`src/rtl/bin2bcd_seq.sv`:
```
// bin2bcd_seq: sequential double-dabble binary-to-BCD converter, one shift per clock,
// valid/ready handshake on both sides and a leading-zero blanking mask.
module bin2bcd_seq #(
    parameter int IN_W   = 16,
    parameter int DIGITS = 5
) (
    input  logic                clk,
    input  logic                rst_n,
    input  logic [IN_W-1:0]     in_bin,
    input  logic                in_valid,
    output logic                in_ready,
    output logic [4*DIGITS-1:0] bcd_out,
    output logic [DIGITS-1:0]   blank,
    output logic                out_valid,
    input  logic                out_ready
);
    localparam int BW = 4 * DIGITS;
    localparam int CW = $clog2(IN_W + 1);
    localparam logic [CW-1:0] LAST = CW'(IN_W - 1);

    if (IN_W < 1 || IN_W > 26 || DIGITS < 1 || DIGITS > 8 ||
        (64'd1 << IN_W) - 64'd1 > 64'd10 ** DIGITS - 64'd1) begin : g_param_check
        $error("bin2bcd_seq: illegal IN_W/DIGITS combination");
    end

    typedef enum logic [1:0] {IDLE = 2'd0, SHIFT = 2'd1, DONE = 2'd2} state_t;

    state_t              state, state_nxt;
    logic [IN_W-1:0]     bin_r;
    logic [BW-1:0]       bcd_r, adj;
    logic [CW-1:0]       cnt;
    logic [BW+IN_W-1:0]  shifted;
    logic                zero_above;

    always_ff @(posedge clk or negedge rst_n) begin
        if (!rst_n) state <= IDLE;
        else        state <= state_nxt;
    end

    always_comb begin
        state_nxt = IDLE;
        case (state)
            IDLE:    state_nxt = in_valid ? SHIFT : IDLE;
            SHIFT:   state_nxt = (cnt == LAST) ? DONE : SHIFT;
            DONE:    state_nxt = out_ready ? IDLE : DONE;
            default: state_nxt = IDLE;
        endcase
    end

    // Add-3 correction is per digit; carries never cross a digit boundary.
    always_comb begin
        adj = bcd_r;
        for (int k = 0; k < DIGITS; k++)
            adj[4*k +: 4] = (bcd_r[4*k +: 4] >= 4'd5) ? bcd_r[4*k +: 4] + 4'd3 : bcd_r[4*k +: 4];
    end

    assign shifted = {adj, bin_r} << 1;

    always_ff @(posedge clk or negedge rst_n) begin
        if (!rst_n) begin
            bin_r <= '0;
            bcd_r <= '0;
            cnt   <= '0;
        end else if (state == IDLE && in_valid) begin
            bin_r <= in_bin;
            bcd_r <= '0;
            cnt   <= '0;
        end else if (state == SHIFT) begin
            bcd_r <= shifted[BW+IN_W-1 -: BW];
            bin_r <= shifted[IN_W-1:0];
            cnt   <= cnt + CW'(1);
        end
    end

    // Blanking is only meaningful on a finished result, so it stays clear outside DONE.
    always_comb begin
        in_ready   = (state == IDLE);
        out_valid  = (state == DONE);
        blank      = '0;
        zero_above = 1'b1;
        for (int k = DIGITS - 1; k > 0; k--) begin
            zero_above = zero_above && (bcd_r[4*k +: 4] == 4'd0);
            blank[k]   = out_valid && zero_above;
        end
    end

    assign bcd_out = bcd_r;

endmodule
```
`config.mk`:
```
export PLATFORM = sky130hd
export DESIGN_NAME = bin2bcd_seq
export DESIGN_NICKNAME = d
export VERILOG_FILES = /design/src/rtl/bin2bcd_seq.sv
export SDC_FILE = /design/constraint.sdc
export NUM_CORES = 1
export LEC_CHECK = 0
export ABC_CLOCK_PERIOD_IN_PS = 2550
export CAP_MARGIN = 10
export CORE_MARGIN = 4
export CORE_UTILIZATION = 35
export CTS_BUF_LIST = sky130_fd_sc_hd__clkbuf_8 sky130_fd_sc_hd__clkbuf_16
export DETAILED_ROUTE_END_ITERATION = 8
export PLACE_DENSITY = 0.69
export SLEW_MARGIN = 5
export SYNTH_ARGS = -nofsm -noshare
export SYNTH_HDL_FRONTEND = slang
export SYNTH_SLANG_ARGS = --single-unit
```
`constraint.sdc`:
```
create_clock -name clk -period 2.55 [get_ports clk]
set_input_delay 0.765 -clock clk [delete_from_list [all_inputs] [get_ports clk]]
set_output_delay 0.765 -clock clk [all_outputs]
set_load 0.01 [all_outputs]
```
==> impl_metrics.toml, run 1 <==
[run_status]
run_status = "finished, final reports clean"

[logic_synthesis]
async_reset_ff_frac = 1.000
synth_largest_area_cell = "dfrtp_1"
yosysSeqAreaShare = 0.4047
ys_types = 39
ys_warn_count = 0
synthCells = 256
syn-cell-area_sq_um = 2659
synth-seq-cells = 43
synth_edf_count = 0
synth.avg_cell_area_sq_um = 10.39
ys.flop_type = "dfrtp_1"
synth_top_area_frac = 0.4047
ys_top_cells_by_area = "dfrtp_1, ha_1, a22oi_1, nor2b_1, a21oi_2"
synth_nets = 292

[route]
m1WireLength_mm = 2.638
drc = 0
vias_per_cell = 5.205
finalWirelength_mm = 5.913
drtAntennaViolNets = 0
post_drt_wl_per_cell_um = 14.64
wl_met2_mm = 3.025
vias = 2103
first_pass_iters = 4
top_layer = "met4"
wl_met3_um = 179
drtIter0Drc = 114

[cts]
path_clk_slew_ns = 0.09
cts.hold.buffers_added = 0
clock-root-buffer = "clkbuf_8"
htree_levels = 2
numCtsBuffers = 5
cts_tree = "yes"
cts.sinks = 43
postCtsSetupRepairBufs = 0
clock_latency_ns = 0.29
clock_path_buffers = 2

[global_routing]
antenna_found_initial = 0
grt_overflow = 0
grt_use_total = 0.1380
grt_pass1_wl_mm = 10.03
grt_max_degree = 44
first_global_vias = 2109

[placed_design]
dp_hpwl_mm = 4.101
port_buffers = 45
globalplace.congestion = 0.7913
dp_slack_ns = 0.03050

[worst_hold_path]
hp-class = "reg2reg"

[job]
drv_cap = 0

[worst_setup_path]
r2r-end = "bcd_out[9]"
max_stage_delay_ns = 0.53
crit_type = "reg2out"
crit_start = "bcd_out[16]"
r2r_start = "bcd_out[8]"
crit_chain = "inv_2 -> ha_1 -> and3_1 -> clkdlybuf4s50_1"
worstRegToRegCells = 5
endpoint_kind = "output pin"
critPathArrivalTime_ns = 1.68
required_ns = 1.79
crit_path_start_kind = "register"
crit_fanout = 4
ff2ff_setup_slack_ns = 1.01
endpoint = "blank[4]"
slowest_stage = "clkdlybuf4s50_1"

[timing]
maxSlewHeadroom = 0.6248
layout_setup_ws_ns = 0.1035
fin_tns_setup_ns = 0
fmax_mhz = 408.8
finalSetupViolations = 0
rsz0062_at_grt = "false"
fin_crit_ns = 2.446
worst_pin_slew_ns = 0.5628
hold_viol_final = 0
fin_crit_sh = 0.9594
finalMaxSlewViolations = 0
fin_skew_ns = 0.006964

[floorplanning]
die_h_um = 95.16
io_pins = 47
fp.dieW_um = 95.16
die_area_sq_um = 9055
start_util = 0.3627
design.core.area_sq_um = 7331
rows = 31

[pwr]
ir_drop_mv = 0.5691
power_density_nw_per_um2 = 1180
totalPowerFinal_mw = 3.900
p_leak_nw = 1.418

[final_layout]
fin_util = 0.4509
final_nets = 341
n_antenna_cell = 0
drive_above_1_share = 0.1770
area_growth_pct = 24.33
==> where the power goes <==
part	switching (mW)	leakage [nW]	internal, mW
logic	1.11	0.815	1.04
clock network	0.239	0.0502	0.287
registers	0.253	0.553	0.966
==> what timing repair did <==
action	4_1_cts	5_1_grt
pin swaps	1	1
endpoints found under the setup margin	3	3
gates resized for setup	4	6
gates cloned	0	0
==> cells by family after synthesis <==
| logic type | share of synthesized area |
|---|---|
| flip-flops | 0.4047 |
| XOR/XNOR | 0.01318 |
| buffers and inverters | 0.08000 |
| AND/OR/NAND/NOR | 0.1134 |
| adder cells (fa/ha/maj) | 0.07529 |
| AO/OA/AOI/OAI | 0.3078 |
| other | 0.001410 |
| multiplexers | 0.004235 |
==> cells in the mapped netlist (2+ instances only) <==
library cell	number
dfrtp_1	43
inv_1	22
ha_1	16
nor2b_1	16
a22oi_1	15
nand2_1	14
o21ai_1	12
a21oi_2	10
o2111ai_1	10
and2b_1	8
o21ai_2	8
a21oi_1	7
buf_2	7
a32o_1	5
o21a_1	5
o221ai_1	5
o31ai_1	5
and3_1	4
buf_4	4
buf_6	4
nor2_1	4
o21ai_0	4
o32ai_2	4
xnor2_1	4
o311ai_1	3
a22o_1	2
and4_1	2
o311ai_2	2
==> final cells by class <==
type / instances / area (sq um)
fill: 679 / 4025
inverter: 22 / 82.58
clock inverter: 2 / 37.54
sequential: 43 / 1076
tap: 99 / 123.9
timing repair buffer: 58 / 536.8
multi-input combinational: 175 / 1380
clock buffer: 5 / 68.82
==> sequential cells by signal (all words and copies together), names as in the netlist <==
register / count
bin_r: 16
cnt: 5
state: 2
bcd_out: 20
==> worst max-delay path, delay by kind of cell, from the launching register on <==
kind	cells	cell delay, ns
DFF	1	0.43
and+or+nand+nor	1	0.15
adders and majority gates	1	0.16
buffers and inverters	2	0.64
==> routing by layer <==
metal | track usage | up-vias
li1 | - | 1037
met1 | 0.1792 | 1025
met2 | 0.2373 | 34
met3 | 0.02289 | 7
met4 | 0.03606 | 0
met5 | 0 | -
==> how the worst min path moves through the flow <==
stage | cells after the start | end | startpoint
after floorplan | 0 | bcd_out[0] | rst_n
after global placement | 1 | cnt[0] | cnt[0]
after detailed placement | 1 | cnt[0] | cnt[0]
after CTS | 1 | cnt[0] | cnt[0]
after global routing | 1 | cnt[0] | cnt[0]
final | 1 | cnt[0] | cnt[0]
==> placed cells by master, fill, tap and decap left out, types with 3 or more instances in the layout <==
master / instances
a21oi_1: 7
a21oi_2: 10
a22oi_1: 15
a32o_1: 5
and2b_1: 8
and3_1: 4
buf_4: 13
clkbuf_8: 5
clkdlybuf4s50_1: 41
dfrtp_1: 43
ha_1: 16
inv_1: 20
nand2_1: 14
nor2_1: 4
nor2b_1: 15
o2111ai_1: 10
o21a_1: 5
o21ai_0: 4
o21ai_1: 12
o21ai_2: 8
o221ai_1: 5
o311ai_1: 3
o31ai_1: 5
o32ai_2: 4
xnor2_1: 4
==> metrics by stage <==
| step | hold WS, ns | std cells | instance area (sq um) |
|---|---|---|---|
| after floorplan | 0.4694 | 256 | 2659 |
| final | 0.5160 | 404 | 3306 |
| after global placement | 0.4935 | 397 | 3198 |
| after global routing | 0.5417 | 404 | 3306 |
| after CTS | 0.5229 | 404 | 3302 |
| after detailed placement | 0.5125 | 397 | 3198 |
(Power assumes the default switching activity.)
==> inputs of run 2 (changes only) <==
Settings changed: ABC_CLOCK_PERIOD_IN_PS 2550 to 2100, PLACE_DENSITY 0.69 to 0.71.
Clock period 2.55 ns to 2.1 ns, I/O delays scaled along.
==> impl_metrics.toml, run 2 (same netlist as run 1, synthesis figures left out) <==
[cts]
cts.sinks = 43
clock-root-buffer = "clkbuf_8"
numCtsBuffers = 5
htree_levels = 2
path_clk_slew_ns = 0.09
cts_tree = "yes"
clock_latency_ns = 0.30
clock_path_buffers = 2

[global_routing]
first_global_vias = 2372
grt_pass1_wl_mm = 11.07
grt_overflow = 0
grt_max_degree = 24
antenna_found_initial = 0
grt_use_total = 0.1535

[final_layout]
n_antenna_cell = 0
seqCellArea_sq_um = 1076
final_cell_mix = "dfrtp_1, clkdlybuf4s50_1, buf_4, inv_1"
multi_input_area_sq_um = 1393
final_common_cell = "dfrtp_1"
n_fill_cell = 671
area_growth_pct = 32.89
drive_above_1_share = 0.2462
final_nets = 365
largest_reg_flops = 20

[pwr]
power_density_nw_per_um2 = 1441
ir_drop_mv = 0.6901
totalPowerFinal_mw = 5.092
p_leak_nw = 1.577

[worst_setup_path]
crit_fanout = 2
crit_start = "bcd_out[13]"
max_stage_delay_ns = 0.40
ff2ff_setup_slack_ns = 0.36
worstRegToRegCells = 8
crit_path_start_kind = "register"
r2r-end = "bcd_out[14]"
r2r_start = "bcd_out[13]"
slowest_stage = "dfrtp_1"
endpoint_kind = "output pin"
critPathArrivalTime_ns = 1.71
crit_type = "reg2out"
crit_chain = "inv_2 -> ha_4 -> nor3b_2 -> and4_4 -> buf_6 -> and4_1 -> buf_2"
required_ns = 1.47

[timing]
fmax_mhz = 427.9
hold_viol_final = 0
layout_setup_ws_ns = -0.2368
fin_skew_ns = 0.005672
finalSetupViolations = 3
finalMaxSlewViolations = 0
fin_crit_ns = 2.337
fin_tns_setup_ns = -0.5914
fin_crit_sh = 1.113
rsz0062_at_grt = "true"

[placed_design]
port_buffers = 45
dp_hpwl_mm = 4.493
globalplace.congestion = 0.7999

[floorplanning]
die_h_um = 95.16
fp.dieW_um = 95.16
start_util = 0.3627
rows = 31
io_pins = 47
design.core.area_sq_um = 7331
die_area_sq_um = 9055

[job]
drv_cap = 0

[route]
post_drt_wl_per_cell_um = 15.23
first_pass_iters = 4
vias_per_cell = 5.262
finalWirelength_mm = 6.519
drtAntennaViolNets = 0
drtIter0Drc = 94
vias = 2252
drc = 0

[worst_hold_path]
hp-class = "in2async"

[run_status]
run_status = "finished with violations"
violations = "negative setup slack"
## run 2: cell types whose count changed in the layout (fill, tap and decap cells not counted), moves of 2 or more
cell | previous run | this run
buf_4 | 13 | 32
clkdlybuf4s50_1 | 41 | 37
buf_12 | 0 | 3
buf_2 | 1 | 3
buf_6 | 0 | 2
dlygate4sd2_1 | 1 | 3
## run 2: cell type report
class                      instances  area share
clock buffer                       5     0.01948
clock inverter                     2     0.01062
inverter                          22     0.02337
multi-input combinational        175      0.3941
sequential                        43      0.3045
tap                               99     0.03506
timing repair buffer              82      0.2128
## run 2: worst max-delay path: cells and delay by family, from the launching register on
kind / cells / cell delay (ns)
adder cells (fa/ha/maj): 1 / 0.12
AND/OR/NAND/NOR: 3 / 0.58
flip-flops: 1 / 0.40
buffers and inverters: 3 / 0.32
## run 2: metrics by stage
step | utilization | cells | setup WS (ns) | instance area, sq um | hold slack, ns
after global routing | 0.4820 | 428 | -0.3325 | 3533 | 0.3060
after CTS | 0.4793 | 426 | -0.1845 | 3513 | 0.2940
after detailed placement | 0.4598 | 415 | -0.2534 | 3371 | 0.5020
after floorplan | - | 256 | 0.1068 | 2659 | 0.3344
after global placement | 0.4598 | 415 | -0.2307 | 3371 | 0.4944
final | 0.4820 | 428 | -0.2368 | 3533 | 0.2814
## run 2: worst max-delay path by stage
| stage | to | slack [ns] |
|---|---|---|
| after floorplan | blank[1] | 0.11 |
| after global placement | blank[1] | -0.23 |
| after detailed placement | blank[1] | -0.25 |
| after CTS | blank[1] | -0.18 |
| after global routing | blank[1] | -0.33 |
| final | blank[1] | -0.24 |
## run 2: repair_timing
action / CTS / global route
resized for setup: 18 / 5
setup buffers: 4 / 2
pin swaps: 3 / 1
hold buffers: 0 / 0
endpoints found under the setup margin: 6 / 4
## run 2: report_power, final
group,total (mW),internal [mW],leakage [nW],switching [mW]
Sequential,1.42,1.17,0.553,0.250
Combinational,3.03,1.50,0.974,1.53
Clock,0.641,0.348,0.0502,0.293
## run 2: routing by layer
layer | wire [um] | global-route usage | vias to the layer above
li1 | - | - | 1086
met1 | 2725 | 0.1828 | 1113
met2 | 3464 | 0.2793 | 43
met3 | 218 | 0.02289 | 10
met4 | 110 | 0.05288 | 0
met5 | 0 | 0 | -
==> inputs of run 3 (changes only) <==
Settings changed: CAP_MARGIN 10 to unset.
==> results of run 3 <==
Final layout, timing and power as in run 2 (identical DEF).
